`config.mk`:
```
export PLATFORM = sky130hd
export DESIGN_NAME = mem_ctrl_arb
export DESIGN_NICKNAME = d
export VERILOG_FILES = /design/src/rtl/mem_ctrl_arb.sv
export SDC_FILE = /design/constraint.sdc
export NUM_CORES = 2
export LEC_CHECK = 0
export CELL_PAD_IN_SITES_DETAIL_PLACEMENT = 0
export CELL_PAD_IN_SITES_GLOBAL_PLACEMENT = 1
export CORE_MARGIN = 2
export CORE_UTILIZATION = 40
export CTS_CLUSTER_SIZE = 25
export DETAILED_ROUTE_END_ITERATION = 16
export GPL_ROUTABILITY_DRIVEN = 0
export GPL_TIMING_DRIVEN = 0
export HOLD_SLACK_MARGIN = 0.02
export PLACE_DENSITY_LB_ADDON = 0.1
export REMOVE_ABC_BUFFERS = 1
export SETUP_SLACK_MARGIN = 0.1
export SYNTH_ARGS = -nofsm -noshare
export SYNTH_HDL_FRONTEND = slang
export SYNTH_SLANG_ARGS = --single-unit
```
`constraint.sdc`:
```
create_clock -name clk -period 6.2 [get_ports clk]
set_input_delay 0.62 -clock clk [delete_from_list [all_inputs] [get_ports clk]]
set_output_delay 0.62 -clock clk [all_outputs]
set_load 0.05 [all_outputs]
```
`src/rtl/mem_ctrl_arb.sv`:
```
// Byte-serial memory bus controller: arbitrates icache line fills against LSB
// loads/stores, holds IO stores while the UART buffer is full, aborts fetches on flush.
module mem_ctrl_arb #(
  parameter int ADDR_W     = 32,
  parameter int LINE_BYTES = 64,
  parameter int IO_SEL_HI  = 17
) (
  input  logic                    clk,
  input  logic                    rst,
  input  logic                    rdy,
  input  logic [7:0]              mem_din,
  output logic [7:0]              mem_dout,
  output logic [ADDR_W-1:0]       mem_a,
  output logic                    mem_wr,
  input  logic                    io_buffer_full,
  input  logic                    flush,
  input  logic                    if_req,
  input  logic [ADDR_W-1:0]       if_addr,
  output logic                    if_done,
  output logic [LINE_BYTES*8-1:0] if_data,
  input  logic                    ls_req,
  input  logic                    ls_wr,
  input  logic [ADDR_W-1:0]       ls_addr,
  input  logic [1:0]              ls_size,
  input  logic [31:0]             ls_wdata,
  output logic                    ls_done,
  output logic [31:0]             ls_rdata
);

  localparam int CW = $clog2(LINE_BYTES) + 1;

  typedef enum logic [1:0] {IDLE, IFETCH, LOAD, STORE} state_t;

  state_t                  state, state_n;
  logic [CW-1:0]           cnt, cnt_n, len, len_n, next_idx, cap_idx, ls_len;
  logic [ADDR_W-1:0]       base, base_n, mem_a_n;
  logic [7:0]              mem_dout_n;
  logic                    mem_wr_n, if_done_n, ls_done_n, ls_io;
  logic [LINE_BYTES*8-1:0] if_data_n;
  logic [31:0]             ls_rdata_n, ld_buf, ld_buf_n, wdata, wdata_n, ld_last, wshift;

  always_ff @(posedge clk) begin
    if (rst) begin
      state    <= IDLE;
      cnt      <= '0;
      len      <= '0;
      base     <= '0;
      mem_a    <= '0;
      mem_dout <= '0;
      mem_wr   <= 1'b0;
      if_done  <= 1'b0;
      ls_done  <= 1'b0;
      if_data  <= '0;
      ls_rdata <= '0;
      ld_buf   <= '0;
      wdata    <= '0;
    end else if (rdy) begin
      state    <= state_n;
      cnt      <= cnt_n;
      len      <= len_n;
      base     <= base_n;
      mem_a    <= mem_a_n;
      mem_dout <= mem_dout_n;
      mem_wr   <= mem_wr_n;
      if_done  <= if_done_n;
      ls_done  <= ls_done_n;
      if_data  <= if_data_n;
      ls_rdata <= ls_rdata_n;
      ld_buf   <= ld_buf_n;
      wdata    <= wdata_n;
    end
  end

  // Byte i is issued while cnt==i and captured two edges later, i.e. when cnt==i+1.
  always_comb begin
    state_n    = state;
    cnt_n      = cnt;
    len_n      = len;
    base_n     = base;
    mem_a_n    = mem_a;
    mem_dout_n = mem_dout;
    mem_wr_n   = mem_wr;
    if_done_n  = 1'b0;
    ls_done_n  = 1'b0;
    if_data_n  = if_data;
    ls_rdata_n = ls_rdata;
    ld_buf_n   = ld_buf;
    wdata_n    = wdata;
    next_idx   = cnt + CW'(1);
    cap_idx    = cnt - CW'(1);
    ld_last    = {24'b0, mem_din} << {cap_idx[1:0], 3'b000};
    wshift     = wdata >> {next_idx[1:0], 3'b000};
    ls_io      = (ls_addr[IO_SEL_HI:IO_SEL_HI-1] == 2'b11);
    ls_len     = (ls_size == 2'd0) ? CW'(1) : (ls_size == 2'd1) ? CW'(2) : CW'(4);

    case (state)
      IDLE: begin
        mem_wr_n = 1'b0;
        mem_a_n  = '0;
        if (!if_done && !ls_done) begin
          if (ls_req && !(ls_wr && ls_io && io_buffer_full)) begin
            base_n   = ls_addr;
            len_n    = ls_len;
            cnt_n    = '0;
            mem_a_n  = ls_addr;
            ld_buf_n = '0;
            wdata_n  = ls_wdata;
            if (ls_wr) begin
              state_n    = STORE;
              mem_dout_n = ls_wdata[7:0];
              mem_wr_n   = 1'b1;
            end else begin
              state_n = LOAD;
            end
          end else if (if_req && !flush) begin
            base_n  = if_addr;
            len_n   = CW'(LINE_BYTES);
            cnt_n   = '0;
            mem_a_n = if_addr;
            state_n = IFETCH;
          end
        end
      end

      IFETCH: begin
        if (flush) begin
          state_n = IDLE;
          mem_a_n = '0;
          cnt_n   = '0;
        end else begin
          cnt_n   = next_idx;
          mem_a_n = (next_idx < len) ? base + ADDR_W'(next_idx) : '0;
          for (int i = 0; i < LINE_BYTES; i++) begin
            if (cnt != '0 && cap_idx == CW'(i)) if_data_n[8*i +: 8] = mem_din;
          end
          if (cnt == len) begin
            state_n   = IDLE;
            if_done_n = 1'b1;
            cnt_n     = '0;
          end
        end
      end

      LOAD: begin
        cnt_n   = next_idx;
        mem_a_n = (next_idx < len) ? base + ADDR_W'(next_idx) : '0;
        if (cnt == len) begin
          ls_rdata_n = ld_buf | ld_last;
          ls_done_n  = 1'b1;
          state_n    = IDLE;
          cnt_n      = '0;
        end else begin
          for (int i = 0; i < 4; i++) begin
            if (cnt != '0 && cap_idx == CW'(i)) ld_buf_n[8*i +: 8] = mem_din;
          end
        end
      end

      STORE: begin
        if (next_idx < len) begin
          cnt_n      = next_idx;
          mem_a_n    = base + ADDR_W'(next_idx);
          mem_dout_n = wshift[7:0];
          mem_wr_n   = 1'b1;
        end else begin
          cnt_n     = '0;
          mem_a_n   = '0;
          mem_wr_n  = 1'b0;
          ls_done_n = 1'b1;
          state_n   = IDLE;
        end
      end

      default: state_n = IDLE;
    endcase
  end

endmodule

```
; After elaboration in Yosys (flattened, before gate mapping)
; Cells that the tools add are included.
[word_totals]
register_bits = 699
inputBits = 114
[op_classes]
addsub = 3
order_cmp = 1
n_eq_ne = 80
shift = 2
muxes = 50
n_bitwise = 2
n_reduce_logical = 156
[ops]
columns = cell, count
row1 = $mux W32, 10
row2 = $reduce_and A4 Y1, 67
row3 = $eq A7 B6 Y1 const B, 32
row4 = $eq A7 B5 Y1 const B, 16
row5 = $pmux W32 S3, 1
row6 = $logic_and A1 B1 Y1, 69
row7 = $mux W8, 8
row8 = $pmux W32 S2, 1
row9 = $eq A7 B4 Y1 const B, 8
row10 = $mux W7, 8
row11 = $add A32 B7 Y32, 1
row12 = $or A32 B32 Y32, 1
row13 = $shl A8 B5 Y32, 1
row14 = $shr A32 B5 Y8, 1
row15 = $reduce_and A6 Y1, 5
row16 = $eq A7 B3 Y1 const B, 4
row17 = $pmux W7 S4, 1
row18 = $ne A2 B2 Y1 const B, 10
row19 = $pmux W8 S2, 1
row20 = $eq A7 B2 Y1 const B, 2
row21 = $mux W2, 6
row22 = $mux W1, 9
row23 = $pmux W2 S4, 1
row24 = $add A7 B1 Y7 const B, 1
row25 = other kinds (18), 30

; Logic depth before layout (Yosys ltp)
[depth]
depth_word = 8
depth_mapped = 12
ltp_nobuf = 11

; Worst setup path after synthesis
; Ideal clock, no wire load.
[synth_timing]
path_type = register to register
from = register cnt[0]
to = register mem_a[22]
setup_ps = 132
t_arrival_ps = 2933
t_required_ps = 6068
setup_slack_ps = 3135
path_stages_with_launch = 13
path_buffers = 2
synth_period_minus_slack_ps = 3065
cell_sequence = dfxtp_1 buf_4 nand3_1 o21a_1 or2_2 ha_1 and2_1 a41oi_1 clkbuf_1 a2111oi_0 xor2_1 a31oi_1 nor3_1
[synth_between]
elab_chain_cells = 5
word_cells_on_any_way = 6
cone_classes = 2 x add/sub / 1 x order compare / 3 x mux
[synth_lines]
columns = item, line_no
row1 = "start, declared", 35  ; logic [CW-1:0] cnt, cnt_n, len, len_n, next_idx, cap_idx, ls_len;
row2 = "start signal, assigned", 59  ; cnt <= cnt_n;
row3 = $add A7 B1 Y7 *, 89  ; next_idx = cnt + CW'(1);
row4 = $add A32 B7 Y32 / $lt A7 B7 Y1 (equally long branches), n/a
row5 = $mux W32 *, "132, 146, 160"
row6 = $mux W32, 126  ; if (flush) begin
row7 = $pmux W32 S3 *, 96  ; case (state)
row8 = "end signal, assigned", 62  ; mem_a <= mem_a_n;
row9 = "end, declared", 13  ; output logic [ADDR_W-1:0] mem_a,
; Mark *: on every way between the ends. The rest lies on a longest branch, timed or not.
; A chain may end at the register's enable or synchronous reset.

; Final worst setup path
[layout_timing]
from = register cnt[0]
to = register mem_a[26]
; Same word-level chain as after synthesis.

==> flow_metrics.env <==
export IMPL_clk_latency_ns=0.64
export IMPL_wirelength_um=104000
export IMPL_synth_area_mm2=0.0283
export IMPL_synth_adder_area_share_pct=1.09
export IMPL_start_util_pct=40.4
export IMPL_leakage_nw=14.8
export IMPL_ys_seq_area_share_pct=49.2
export IMPL_vias_per_cell=5.23
export IMPL_status="finished, final reports clean"
export IMPL_synth_simple_area_share_pct=16.4
export IMPL_holdWs_ns=0.428
export IMPL_slew_headroom_pct=10.9
export IMPL_setup_viol=0
export IMPL_grt_setup_unrepaired="no"
export IMPL_drc_errors=0
export IMPL_grt_pass1_wl_um=155000
export IMPL_power_density_mw_per_mm2=256
export IMPL_hold_violations=0
export IMPL_synth_seq_cells=696
export IMPL_cts_htree_levels=3
export IMPL_worstSetupPathType="flop to flop"
export IMPL_synth_top_family_by_area="multiplexers"
export IMPL_numCtsBuffers=79
export IMPL_tightest_slew_ns=1.34
export IMPL_yosysWarnings=0
export IMPL_synth_flop_cell="dfxtp_1"
export IMPL_hpwlAfterDp_um=72000
export IMPL_yosys_area_top_type="dfxtp_1"
export IMPL_dr_pass1_iters=6
export IMPL_cts_buffer_depth=3
export IMPL_wl_per_cell_um=23.1
export IMPL_synthArstFlopShare_pct=0
export IMPL_cp_arrival_ns=5.20
export IMPL_syn_to_final_growth_pct=37.2
export IMPL_synth_cells=2906
export IMPL_ir_drop_mv=0.249
export IMPL_cts_sinks=696
export IMPL_endpoint_kind="flop"
export IMPL_drv_slew=0
export IMPL_rr_worst_depth=9
export IMPL_cts_tree="done"
export IMPL_grt_max_degree=160
export IMPL_ctsHoldBuffers=0
export IMPL_hold_depth=2
export IMPL_synthXorXnorAreaFrac_pct=1.08
export IMPL_root_buffer="clkbuf_16"
export IMPL_drive_above_1_share_pct=7.41
export IMPL_nNetsFinal=3619
export IMPL_die_width_um=270
export IMPL_synth_edff_count=0
export IMPL_core_mm2=0.0700
export IMPL_synth_cell_types=75
export IMPL_finClkSkew_ns=0.0242
export IMPL_clk_pin_slew_ns=0.06
export IMPL_detail_route_antenna_nets=0
export IMPL_grt_usage_pct=27.6
export IMPL_ff2ff_setup_slack_ns=1.48
export IMPL_crit_fanout=29
export IMPL_core_rowCount=97
export IMPL_final_core_util_pct=55.4
export IMPL_synth_area_leaders="dfxtp_1, mux2i_1, nor2_1"
export IMPL_hold_path_class="input port to flop"
export IMPL_synth_compound_area_share_pct=8.32
export IMPL_start_kind="flop"
export IMPL_portBuffers=700
export IMPL_antenna_found_initial=9
export IMPL_die_area_mm2=0.0729
export IMPL_fin_crit_ns=4.72
export IMPL_die_y_um=270
export IMPL_grt_pass1_vias=23900
export IMPL_synth_top_area_share_pct=49.2
export IMPL_vias=23500
export IMPL_grt_overflow_total=0
export IMPL_post_cts_buffers=0
export IMPL_fmax_mhz=212
export IMPL_muxShareOfSynthArea_pct=20.2
export IMPL_drtIter0Drc=1513
export IMPL_avgSynthCellArea_um2=9.74
export IMPL_num_io_pins=701
export IMPL_cap_violations=0
export IMPL_period_share_pct=76.2
export IMPL_worstPathRequired_ns=6.67
export IMPL_cts_resized=0
## cells in the final DEF, fill, tap and decap left out, drive strengths merged, types with 4 or more instances in the layout
master,count
dfxtp,696
clkdlybuf4s50,690
nor2,631
mux2i,554
nand2,210
clkbuf,120
a21oi,92
nor3,72
o21ai,45
a311oi,41
a211oi,40
buf,38
a22oi,34
nand3,34
xor2,31
a31oi,31
ha,23
inv,15
nor2b,14
clkinv,12
diode,9
nand4,8
mux4,8
and2,8
nor4,8
and3,7
a32o,6
and4,5
xnor2,4
or2,4
a2111oi,4
o22ai,4
## cell type report
class	instances	area, µm²
Inverter	13	48.8
Multi-Input combinational cell	1963	13400
Fill cell	6292	31200
Antenna cell	9	22.5
Sequential cell	696	13900
Tap cell	940	1180
Clock inverter	18	234
Clock buffer	120	2330
Timing Repair Buffer	728	7670
## critical path, cell delays in order (launching register included)
cell       delay (ns)
dfxtp_2          0.83
inv_1            0.32
ha_1             0.76
fa_1             0.62
a21o_1           0.21
a41oi_1          0.95
a2111oi_0        0.36
xor2_1           0.22
a31oi_1          0.21
nor3_1           0.06
## path summary, 6_finish.rpt
kind                  start           to
setup / recovery     cnt[0]    mem_a[26]
hold / removal          rst  if_data[50]
setup reg to reg     cnt[0]    mem_a[26]
hold reg to reg   wdata[17]    wdata[17]
## sequential cells by signal, summed over array words and instances, names as in the netlist
register / count
len: 4
wdata: 32
ld_buf: 32
state: 2
mem_a: 32
mem_wr: 1
mem_dout: 8
if_done: 1
ls_rdata: 32
cnt: 7
base: 32
if_data: 512
ls_done: 1
## synthesized netlist by cell type (5+ instances only)
master      n
o21ai_2     9
a31oi_1    31
clkbuf_1  165
dfxtp_1   696
nand2_2    10
nor3_1     38
a21oi_1    92
nor3_4     32
nand2_1   200
buf_1      33
nor2b_1    14
a311oi_1   41
a211oi_1   34
nand3_2    14
o21ai_0    35
mux4_2      8
a22oi_1    32
inv_1      13
a32o_1      6
buf_6       7
nand4_1     8
and3_1      7
nor2_1    630
mux2i_1   554
and4_1      5
and2_1      8
nor4_1      7
nand3_1    20
buf_4       6
buf_2      22
ha_1       23
xor2_1     31
## layer usage
layer  track usage (%)  vias up  wire (µm)
li1                  -    11200          -
met1              32.4    11400      42100
met2              47.3      721      50300
met3              7.12      188       6790
met4              12.4        0       4490
met5                 0        -          0
## through the flow
stage	power (W)	setup TNS, ns	instance area, µm²	worst slack, ns	cells
final	0.00995	0	38800	1.48	4487
after global routing	0.0103	0	38800	1.11	4487
after CTS	0.0101	0	38700	0.888	4476
after detailed placement	0.00541	0	36200	0.898	4338
after global placement	0.00537	-8973.39	35500	-21.59	4312
after floorplan	0.00498	0	27300	1.39	2672
## kinds of logic (layout without fill, tap and decap cells)
logic type	after synthesis	after routing
AO/OA/AOI/OAI	326	326
other	0	9
flip-flops	696	696
XOR/XNOR	35	35
adder cells (fa/ha/maj)	24	24
AND/OR/NAND/NOR	1016	1016
buffers and inverters	247	879
multiplexers	562	562
## where the power goes
group,internal [W],switching (W),leakage [nW]
sequential,0.00453,0.0000501,5.62
combinational,0.000254,0.000481,7.94
clock,0.00273,0.00191,1.26
(Power assumes the default switching activity.)
